`src/rtl/rf_pkg.sv`:
```
// Shared defaults and helpers for the multi-port register file and its scoreboard.
package rf_pkg;

  localparam int unsigned RF_XLEN_DEF  = 32;
  localparam int unsigned RF_NREGS_DEF = 32;
  localparam int unsigned RF_ZERO_IDX  = 0;

  // Low bit of port 'port' inside a packed multi-port bus of 'width'-bit lanes.
  function automatic int unsigned port_lo(input int unsigned port, input int unsigned width);
    return port * width;
  endfunction

endpackage

```
`src/rtl/regfile_mp_if.sv`:
```
// Decode/writeback bus of the multi-port register file: reads, writes and destination claims.
interface regfile_mp_if
  import rf_pkg::*;
#(
  parameter int unsigned XLEN  = RF_XLEN_DEF,
  parameter int unsigned NREGS = RF_NREGS_DEF,
  parameter int unsigned NRP   = 2,
  parameter int unsigned NWP   = 1
);
  localparam int unsigned AW = $clog2(NREGS);

  logic [NRP*AW-1:0]   rs_addr;
  logic [NRP*XLEN-1:0] rs_data;
  logic [NRP-1:0]      rs_busy;
  logic [NWP-1:0]      wr_en;
  logic [NWP*AW-1:0]   wr_addr;
  logic [NWP*XLEN-1:0] wr_data;
  logic                claim_en;
  logic [AW-1:0]       claim_addr;
  logic                claim_err;

  modport master (
    output rs_addr, wr_en, wr_addr, wr_data, claim_en, claim_addr,
    input  rs_data, rs_busy, claim_err
  );

  modport slave (
    input  rs_addr, wr_en, wr_addr, wr_data, claim_en, claim_addr,
    output rs_data, rs_busy, claim_err
  );

endinterface

```
`src/rtl/rf_scoreboard.sv`:
```
// Per-register busy tracking: decode claims set, writeback releases, and a pulse on WAW claims.
module rf_scoreboard
  import rf_pkg::*;
#(
  parameter int unsigned NREGS     = RF_NREGS_DEF,
  parameter int unsigned NWP       = 1,
  parameter bit          ZERO_REG0 = 1'b1,
  parameter int unsigned AW        = $clog2(NREGS)
)(
  input  logic              clk,
  input  logic              rst,
  input  logic              claim_en_i,
  input  logic [AW-1:0]     claim_addr_i,
  input  logic [NWP-1:0]    wr_en_i,
  input  logic [NWP*AW-1:0] wr_addr_i,
  output logic [NREGS-1:0]  busy_o,
  output logic              claim_err_o
);

  localparam logic [AW-1:0] ZERO_ADDR = AW'(RF_ZERO_IDX);

  logic [NREGS-1:0] busy_q, busy_d;
  logic             claim_err_q, claim_err_d;
  logic             claim_ok;
  logic             claim_hit_wr;

  always_comb begin
    claim_ok     = claim_en_i && !(ZERO_REG0 && (claim_addr_i == ZERO_ADDR));
    claim_hit_wr = 1'b0;
    busy_d       = busy_q;
    for (int w = 0; w < NWP; w++) begin
      if (wr_en_i[w]) begin
        busy_d[wr_addr_i[port_lo(w, AW) +: AW]] = 1'b0;
        if (wr_addr_i[port_lo(w, AW) +: AW] == claim_addr_i) claim_hit_wr = 1'b1;
      end
    end
    // Claim is applied last so it overrides a same-edge release.
    if (claim_ok) busy_d[claim_addr_i] = 1'b1;
    claim_err_d = claim_ok && busy_q[claim_addr_i] && !claim_hit_wr;
  end

  always_ff @(posedge clk or posedge rst) begin
    if (rst) begin
      busy_q      <= '0;
      claim_err_q <= 1'b0;
    end else begin
      busy_q      <= busy_d;
      claim_err_q <= claim_err_d;
    end
  end

  assign busy_o      = busy_q;
  assign claim_err_o = claim_err_q;

endmodule

```
`src/rtl/regfile_mp.sv`:
```
// Parametrised multi-port integer register file with optional write-to-read bypass and busy scoreboard.
module regfile_mp
  import rf_pkg::*;
#(
  parameter int unsigned XLEN      = RF_XLEN_DEF,
  parameter int unsigned NREGS     = RF_NREGS_DEF,
  parameter int unsigned NRP       = 2,
  parameter int unsigned NWP       = 1,
  parameter bit          BYPASS    = 1'b1,
  parameter bit          ZERO_REG0 = 1'b1
)(
  input  logic         clk,
  input  logic         rst,
  regfile_mp_if.slave  rf_bus
);

  localparam int unsigned   AW        = $clog2(NREGS);
  localparam logic [AW-1:0] ZERO_ADDR = AW'(RF_ZERO_IDX);

  logic [XLEN-1:0]  mem_q [NREGS];
  logic [XLEN-1:0]  mem_d [NREGS];
  logic [NREGS-1:0] busy;

  logic [AW-1:0]    rs_addr_a [NRP];
  logic [AW-1:0]    wr_addr_a [NWP];
  logic [XLEN-1:0]  wr_data_a [NWP];
  logic [XLEN-1:0]  rd_data   [NRP];
  logic             rd_busy   [NRP];

  always_comb begin
    for (int p = 0; p < NRP; p++) rs_addr_a[p] = rf_bus.rs_addr[port_lo(p, AW) +: AW];
    for (int w = 0; w < NWP; w++) begin
      wr_addr_a[w] = rf_bus.wr_addr[port_lo(w, AW) +: AW];
      wr_data_a[w] = rf_bus.wr_data[port_lo(w, XLEN) +: XLEN];
    end
  end

  rf_scoreboard #(
    .NREGS     (NREGS),
    .NWP       (NWP),
    .ZERO_REG0 (ZERO_REG0),
    .AW        (AW)
  ) u_sb (
    .clk          (clk),
    .rst          (rst),
    .claim_en_i   (rf_bus.claim_en),
    .claim_addr_i (rf_bus.claim_addr),
    .wr_en_i      (rf_bus.wr_en),
    .wr_addr_i    (rf_bus.wr_addr),
    .busy_o       (busy),
    .claim_err_o  (rf_bus.claim_err)
  );

  // Ports are applied in ascending order so the highest-index port wins a collision.
  always_comb begin
    for (int r = 0; r < NREGS; r++) mem_d[r] = mem_q[r];
    for (int w = 0; w < NWP; w++) begin
      if (rf_bus.wr_en[w] && !(ZERO_REG0 && (wr_addr_a[w] == ZERO_ADDR)))
        mem_d[wr_addr_a[w]] = wr_data_a[w];
    end
  end

  always_ff @(posedge clk or posedge rst) begin
    if (rst) begin
      for (int r = 0; r < NREGS; r++) mem_q[r] <= '0;
    end else begin
      for (int r = 0; r < NREGS; r++) mem_q[r] <= mem_d[r];
    end
  end

  always_comb begin
    for (int p = 0; p < NRP; p++) begin
      rd_data[p] = mem_q[rs_addr_a[p]];
      rd_busy[p] = busy[rs_addr_a[p]];
      if (BYPASS) begin
        for (int w = 0; w < NWP; w++) begin
          if (rf_bus.wr_en[w] && (wr_addr_a[w] == rs_addr_a[p])) begin
            rd_data[p] = wr_data_a[w];
            rd_busy[p] = 1'b0;
          end
        end
      end
      if (ZERO_REG0 && (rs_addr_a[p] == ZERO_ADDR)) rd_data[p] = '0;
    end
  end

  for (genvar p = 0; p < NRP; p++) begin : g_rd
    assign rf_bus.rs_data[p*XLEN +: XLEN] = rd_data[p];
    assign rf_bus.rs_busy[p]              = rd_busy[p];
  end

endmodule

```
`src/flat_wrapper.sv`:
```
// flat-port wrapper written by rule: the top's interface ports become plain ports
module regfile_mp_flat import rf_pkg::*;
#(
  parameter int unsigned XLEN      = RF_XLEN_DEF,
  parameter int unsigned NREGS     = RF_NREGS_DEF,
  parameter int unsigned NRP       = 2,
  parameter int unsigned NWP       = 1,
  parameter bit          BYPASS    = 1'b1,
  parameter bit          ZERO_REG0 = 1'b1
)
  (clk, rst, rf_bus_rs_addr, rf_bus_wr_en, rf_bus_wr_addr, rf_bus_wr_data, rf_bus_claim_en, rf_bus_claim_addr, rf_bus_rs_data, rf_bus_rs_busy, rf_bus_claim_err);
  regfile_mp_if #(.XLEN(XLEN), .NREGS(NREGS), .NRP(NRP), .NWP(NWP)) rf_bus_i ();
  input  logic clk;
  input  logic rst;
  input wire logic [$bits(rf_bus_i.rs_addr)-1:0] rf_bus_rs_addr;
  input wire logic [$bits(rf_bus_i.wr_en)-1:0] rf_bus_wr_en;
  input wire logic [$bits(rf_bus_i.wr_addr)-1:0] rf_bus_wr_addr;
  input wire logic [$bits(rf_bus_i.wr_data)-1:0] rf_bus_wr_data;
  input wire logic [$bits(rf_bus_i.claim_en)-1:0] rf_bus_claim_en;
  input wire logic [$bits(rf_bus_i.claim_addr)-1:0] rf_bus_claim_addr;
  output wire logic [$bits(rf_bus_i.rs_data)-1:0] rf_bus_rs_data;
  output wire logic [$bits(rf_bus_i.rs_busy)-1:0] rf_bus_rs_busy;
  output wire logic [$bits(rf_bus_i.claim_err)-1:0] rf_bus_claim_err;
  assign rf_bus_i.rs_addr = rf_bus_rs_addr;
  assign rf_bus_i.wr_en = rf_bus_wr_en;
  assign rf_bus_i.wr_addr = rf_bus_wr_addr;
  assign rf_bus_i.wr_data = rf_bus_wr_data;
  assign rf_bus_i.claim_en = rf_bus_claim_en;
  assign rf_bus_i.claim_addr = rf_bus_claim_addr;
  assign rf_bus_rs_data = rf_bus_i.rs_data;
  assign rf_bus_rs_busy = rf_bus_i.rs_busy;
  assign rf_bus_claim_err = rf_bus_i.claim_err;
  regfile_mp #(.XLEN(XLEN), .NREGS(NREGS), .NRP(NRP), .NWP(NWP), .BYPASS(BYPASS), .ZERO_REG0(ZERO_REG0)) u_core (.clk(clk), .rst(rst), .rf_bus(rf_bus_i));
endmodule
```
`config.mk`:
```
export PLATFORM = sky130hd
export DESIGN_NAME = regfile_mp_flat
export DESIGN_NICKNAME = d
export VERILOG_FILES = /design/src/rtl/rf_pkg.sv /design/src/rtl/regfile_mp_if.sv /design/src/rtl/rf_scoreboard.sv /design/src/rtl/regfile_mp.sv /design/src/flat_wrapper.sv
export SDC_FILE = /design/constraint.sdc
export NUM_CORES = 2
export LEC_CHECK = 0
export BUFFER_PORTS_ARGS = -buffer_cell sky130_fd_sc_hd__buf_2
export CORE_AREA = 2 2 208 415
export CTS_BUF_LIST = sky130_fd_sc_hd__clkbuf_4 sky130_fd_sc_hd__clkbuf_8 sky130_fd_sc_hd__clkbuf_16
export CTS_CLUSTER_DIAMETER = 150
export DETAILED_ROUTE_END_ITERATION = 10
export DIE_AREA = 0 0 210 417
export HOLD_SLACK_MARGIN = 0.08
export PLACE_DENSITY_LB_ADDON = 0.08
export REMOVE_ABC_BUFFERS = 1
export SYNTH_ARGS = -nofsm -noshare
export SYNTH_HDL_FRONTEND = slang
export SYNTH_HIERARCHICAL = 1
export SYNTH_SLANG_ARGS = --single-unit
```
`constraint.sdc`:
```
create_clock -name clk -period 82.4 [get_ports clk]
set_clock_uncertainty 0.2 [all_clocks]
set_input_delay 16.48 -clock clk [delete_from_list [all_inputs] [get_ports clk]]
set_output_delay 16.48 -clock clk [all_outputs]
set_load 0.01 [all_outputs]
```
# [After elaboration in Yosys (flattened, before gate mapping)]
# Cells that the tools add are included.
# W data, S select, Z words.
[op_classes] magnitude_cmp=10 n_eq_ne=3 mux=29 n_bitwise=6 n_reduce_logical=16
[op_table] op="$bwmux W1024" count=1
[op_table] op="$mux W32" count=11
[op_table] op="$bmux W32 S5" count=2
[op_table] op="$demux W32 S5" count=1
[op_table] op="$and A32 B32 Y32" count=1
[op_table] op="$not A32 Y32" count=1
[op_table] op="$or A32 B32 Y32" count=1
[op_table] op="$lt A5 B6 Y1 const B" count=4
[op_table] op="$logic_not A5 Y1" count=4
[op_table] op="$ge A6 B6 Y1 const B" count=3
[op_table] op="$not A5 Y6" count=3
[op_table] op="$bmux W1 S5" count=3
[op_table] op="$eq A5 B5 Y1" count=3
[op_table] op="$demux W1 S5" count=2
[op_table] op="$ge A5 B1 Y1 const B" count=2
[op_table] op="$logic_and A1 B1 Y1" count=9
[op_table] op="$mux W1" count=9
[op_table] op="$lt A6 B1 Y1 const B" count=1
[op_table] op="$logic_not A1 Y1" count=3
[totals] regBits=1057 out_inout_bits=67

# [Logic depth before layout (Yosys ltp)]
[logic_depth] ltp_word=9 depth_mapped=10

# [By module]
# The synthesis kept the hierarchy.
[modules_own_cells] mod="regfile_mp" n_inst=1 cells_each=3899 area_per_inst_um2=56051.3 seq_area_each_um2=25624.6
[modules_own_cells] mod="rf_scoreboard" n_inst=1 cells_each=170 area_per_inst_um2=1709.1 seq_area_each_um2=825.8

# [Worst setup path after synthesis]
# OpenSTA, ideal clock, no wires.
[synth_path] kind="input to output" from="in rf_bus_rs_addr[0]" to="out rf_bus_rs_data[4]" t_arrival_ps=18060 t_required_ps=65720 setup_slack_ps=47660 cell_stages=6 path_buffers=2 cell_sequence="buf_6 -> buf_6 -> mux4_1 -> a32o_1 -> o31a_1 -> a32o_1"
[synth_between] elab_chain_cells=6
[synth_lines] element="start, declared" line_no="flat_wrapper.sv:15" text="input wire logic [$bits(rf_bus_i.rs_addr)-1:0] rf_bus_rs_addr;"
[synth_lines] element="$not A5 Y6 (not written as such)" line_no="regfile_mp.sv:73" text="rd_data[p] = mem_q[rs_addr_a[p]];"
[synth_lines] element="$bmux W32 S5" line_no="regfile_mp.sv:73"
[synth_lines] element="$mux W32 (not written as such) (2 in series)" line_no="regfile_mp.sv:73"
[synth_lines] element="$mux W32" line_no="regfile_mp.sv:77" text="if (rf_bus.wr_en[w] && (wr_addr_a[w] == rs_addr_a[p])) begin"
[synth_lines] element="$mux W32 *" line_no="regfile_mp.sv:83" text="if (ZERO_REG0 && (rs_addr_a[p] == ZERO_ADDR)) rd_data[p] = '0;"
[synth_lines] element="end, declared" line_no="flat_wrapper.sv:21" text="output wire logic [$bits(rf_bus_i.rs_data)-1:0] rf_bus_rs_data;"
# Every way passes the cells marked *; elsewhere a longest branch is shown, timed or not. The select of a mux whose other input is x is not followed.

# [Worst setup path after layout]
[layout_path] from="in rf_bus_rs_addr[0]" to="out rf_bus_rs_data[9]"
# The elaborated chain is that of the path after synthesis.

==> run summary <==
Hold_ws: 0.1972 ns
Post-CTS setup buffers: 0
Clock tree from TritonCTS: built
F_max: 26.61 MHz
Area taken by flip-flops and latches: 26,450 sq um
Root buffer cell: clkbuf_16
Nets: 3,982
Cell breakdown of the critical path: buf_8 > buf_4 > buf_12 > nor3_1 > and2_1 > nor2_1 > buf_4 > a221o_1 > buf_2
Clock-pin slew reported for the worst setup and hold paths after clock tree synthesis: 0.06 ns
Hold Violations, Final: 0
Number of antenna violations at the first check in global routing: 7
Routed wire length: 188,200 um
Reg-to-reg critical path endpoint: u_core/u_sb/claim_err_o
Die Area: 87,570 sq um
Max-cap violations: 0
Post-synthesis async set-or-reset flop share: 1.000
Post-Syn Area: 57,760 sq um
Largest net degree at the start of global routing: 189
Hold Path Stages: 0
Number of synthesized register bits: 1,057
Detailed-router iteration count before antenna repair: 5
Standard cell core area: 84,450 sq um
Final setup TNS: 0 ns
Static leakage: 0.02687 uW
Pins Over Slew Limit: 0
Standard cell with the maximum stage delay on the critical path: nor2_1
Starting Density: 0.6839
Largest incremental delay on the critical path: 1.04 ns
Hold_buf cts: 0
Arrival time reported for the critical path endpoint: 20.90 ns
Via-per-instance ratio: 7.881
Number of buffers added on ports: 122
Power density over cell area: 24.14 nW/um^2
Number of nets with antenna violations after detailed routing: 0
Routability cong.: 0.8970
Type of the most critical hold path: flip-flop to flip-flop
Critical path type: input port to output pin
Top-Level Pins: 123
Number of unique standard cell types used by synthesis: 66
Area share of the largest cell type after synthesis: 0.4579
Cell seen most often among critical-path stages: buf_4
Kind of capture point of the worst setup path: output pin
Clock Tree Buf Depth: 3
Setup slack on the worst flop-to-flop path: 80.56 ns
Number of buffers added by the clock tree synthesis step: 94
Worst slew margin: 0.09021
HPWL after detailed placement: 111,600 um
Site Rows: 151
Setup repair after global routing missed its margin: false
Least-Margin Pin Slew: 1.360 ns
Iteration-0 DRC count of the detailed router: 4,406
Wire length of the first global-routing pass: 278,100 um
Via total after detailed routing: 40,030
Start of the worst register-to-register path: u_core/u_sb/busy_o[8]
Endpoint required time on the critical path: 65.72 ns
Number of cells on the worst reg-to-reg path: 5
Multi-input gate area: 28,980 sq um
Post_cts resized: 0
Biggest area consumer among synthesized cells: dfrtp_1
Largest vdd supply drop: 19.47 uV
Power after layout: 1487 uW
Number of enable-type register cells in the synthesized netlist: 0
Shortest period the worst path allows: 37.58 ns
Number of levels in the clock H-tree: 3
Total congestion overflow after global routing: 0
Layout filler cell count: 5,497
Final worst-path cycle share: 0.4561
Avg WL per Cell: 37.06 um
Setup violators final: 0
Clk_lat worst skew: 0.72 ns
Most area-consuming cells after synthesis: dfrtp_1 (46%), mux2_2 (20%), mux4_2 (16%), mux2i_1 (4.6%), clkbuf_1 (1.3%)
Vias in the first global route: 42,870
Run status: finished clean
Die X-Extent: 210 um
Number of instances in the synthesized netlist: 4,069
Share of layout cells above drive strength 1: 0.4679
Final design utilization: 0.7292
Global router's overall resource usage: 0.4406
# clock sinks: 1,057
Maximum fanout along the worst path: 102
Leading register cell type out of synthesis: dfrtp_1
CP startpoint: rf_bus_rs_addr[0]
Relative area change from synthesis to final layout: 6.613%
Die Ht: 417 um
Type of element launching the critical path: input port
Avg Synthesized Cell Area: 14.20 sq um
Detailed-route DRC error count: 0
Sequential area share after synthesis: 0.4579
Capturing instance or port of the critical path: rf_bus_rs_data[9]
Count of synthesis-stage warnings from yosys: 6
per-layer routing:
layer / routed length, um / track usage / vias to the layer above
li1: - / - / 15420
met1: 62460 / 0.5224 / 20790
met2: 87740 / 0.6792 / 2793
met3: 20180 / 0.1254 / 1008
met4: 17760 / 0.3460 / 14
met5: 93 / 0 / -
cell families (layout without fill, tap and decap cells):
family,Yosys count,after routing,share of synthesized area
buffers and inverters,468,400,0.04410
AO/OA/AOI/OAI,530,530,0.06451
other,0,7,0
XOR/XNOR,15,15,0.002275
multiplexers,1680,1680,0.4031
flip-flops,1057,1057,0.4579
AND/OR/NAND/NOR,319,319,0.02812
cells in the final DEF (no fill, tap or decap), types with 32 or more instances in the layout:
cell type and n:
dfrtp_1 1057, mux2_2 1002, mux4_2 410, mux2i_1 263, buf_2 116, o21ai_0 109
clkbuf_16 97, buf_4 94, a21oi_1 76, nor2_1 61, a221oi_1 53, o22ai_1 48
a22oi_1 46, nand2_1 45, nand3_1 43, a22o_1 32
how the worst min path moves through the flow:
| stage | from | to | slack, ns |
|---|---|---|---|
| 6_report | u_core/mem_q[1013] | u_core/mem_q[1013] | 0.20 |
| 5_1_grt | u_core/mem_q[1013] | u_core/mem_q[1013] | 0.21 |
| 4_1_cts | u_core/mem_q[997] | u_core/mem_q[997] | 0.20 |
| 3_5_place_dp | u_core/mem_q[1013] | u_core/mem_q[1013] | 0.18 |
| 3_3_place_gp | u_core/mem_q[999] | u_core/mem_q[999] | 0.18 |
| 2_1_floorplan | u_core/mem_q[998] | u_core/mem_q[998] | 0.16 |
through the flow:
stage / instance area [sq um] / cells / worst slack [ns]
final: 61580 / 5079 / 44.82
after global routing: 61560 / 5072 / 44.61
after CTS: 61560 / 5072 / 44.95
after detailed placement: 58270 / 4901 / 44.96
after global placement: 58270 / 4901 / 44.94
after floorplan: 55250 / 3610 / 36.90
cells in the mapped netlist, types with 7 or more instances:
cell / instances
buf_1: 49
o221ai_1: 21
o21ai_0: 109
buf_6: 28
a22o_1: 32
a22oi_1: 46
buf_2: 121
o211ai_1: 26
nand3_1: 44
mux2i_1: 263
clkbuf_1: 206
o22ai_1: 48
or3b_2: 8
mux2_2: 1002
or3_1: 9
o211a_1: 7
a221o_1: 29
a31oi_1: 17
a221oi_1: 53
mux4_2: 410
dfrtp_1: 1057
buf_4: 28
buf_8: 17
a21oi_1: 76
xor2_1: 8
nand3b_1: 18
buf_12: 8
nor3_1: 27
nand2b_1: 10
inv_1: 7
nor2_1: 80
o22a_1: 20
nand2_1: 62
a211oi_1: 13
nor3b_1: 12
nor2b_1: 15
xnor2_1: 7
nand4_1: 11
power breakdown:
part	total, uW	switching (uW)	internal [uW]	leakage, uW
clock network	475	205	270	0.00164
logic	315	136	179	0.0117
registers	697	78.9	618	0.0135
total	1490	420	1070	0.0269
sequential cells by signal (all words and copies together), names as in the netlist:
name                     flops
u_core/mem_q              1024
u_core/u_sb/busy_o          32
u_core/u_sb/claim_err_o      1
final cells by class:
type                       count  share of cell area
sequential                  1057              0.4295
clock inverter                37            0.007782
antenna                        7           0.0002845
multi-input combinational   2544              0.4707
tap                         1071             0.02176
clock buffer                 134             0.04566
inverter                       9           0.0006705
timing repair buffer         220             0.02365
worst max-delay path, delay by kind of cell:
kind | cells | cell delay (ns)
AO/OA/AOI/OAI | 1 | 0.17
buffers and inverters | 5 | 2.46
AND/OR/NAND/NOR | 3 | 1.42
Power figures use the tool's default switching activity.
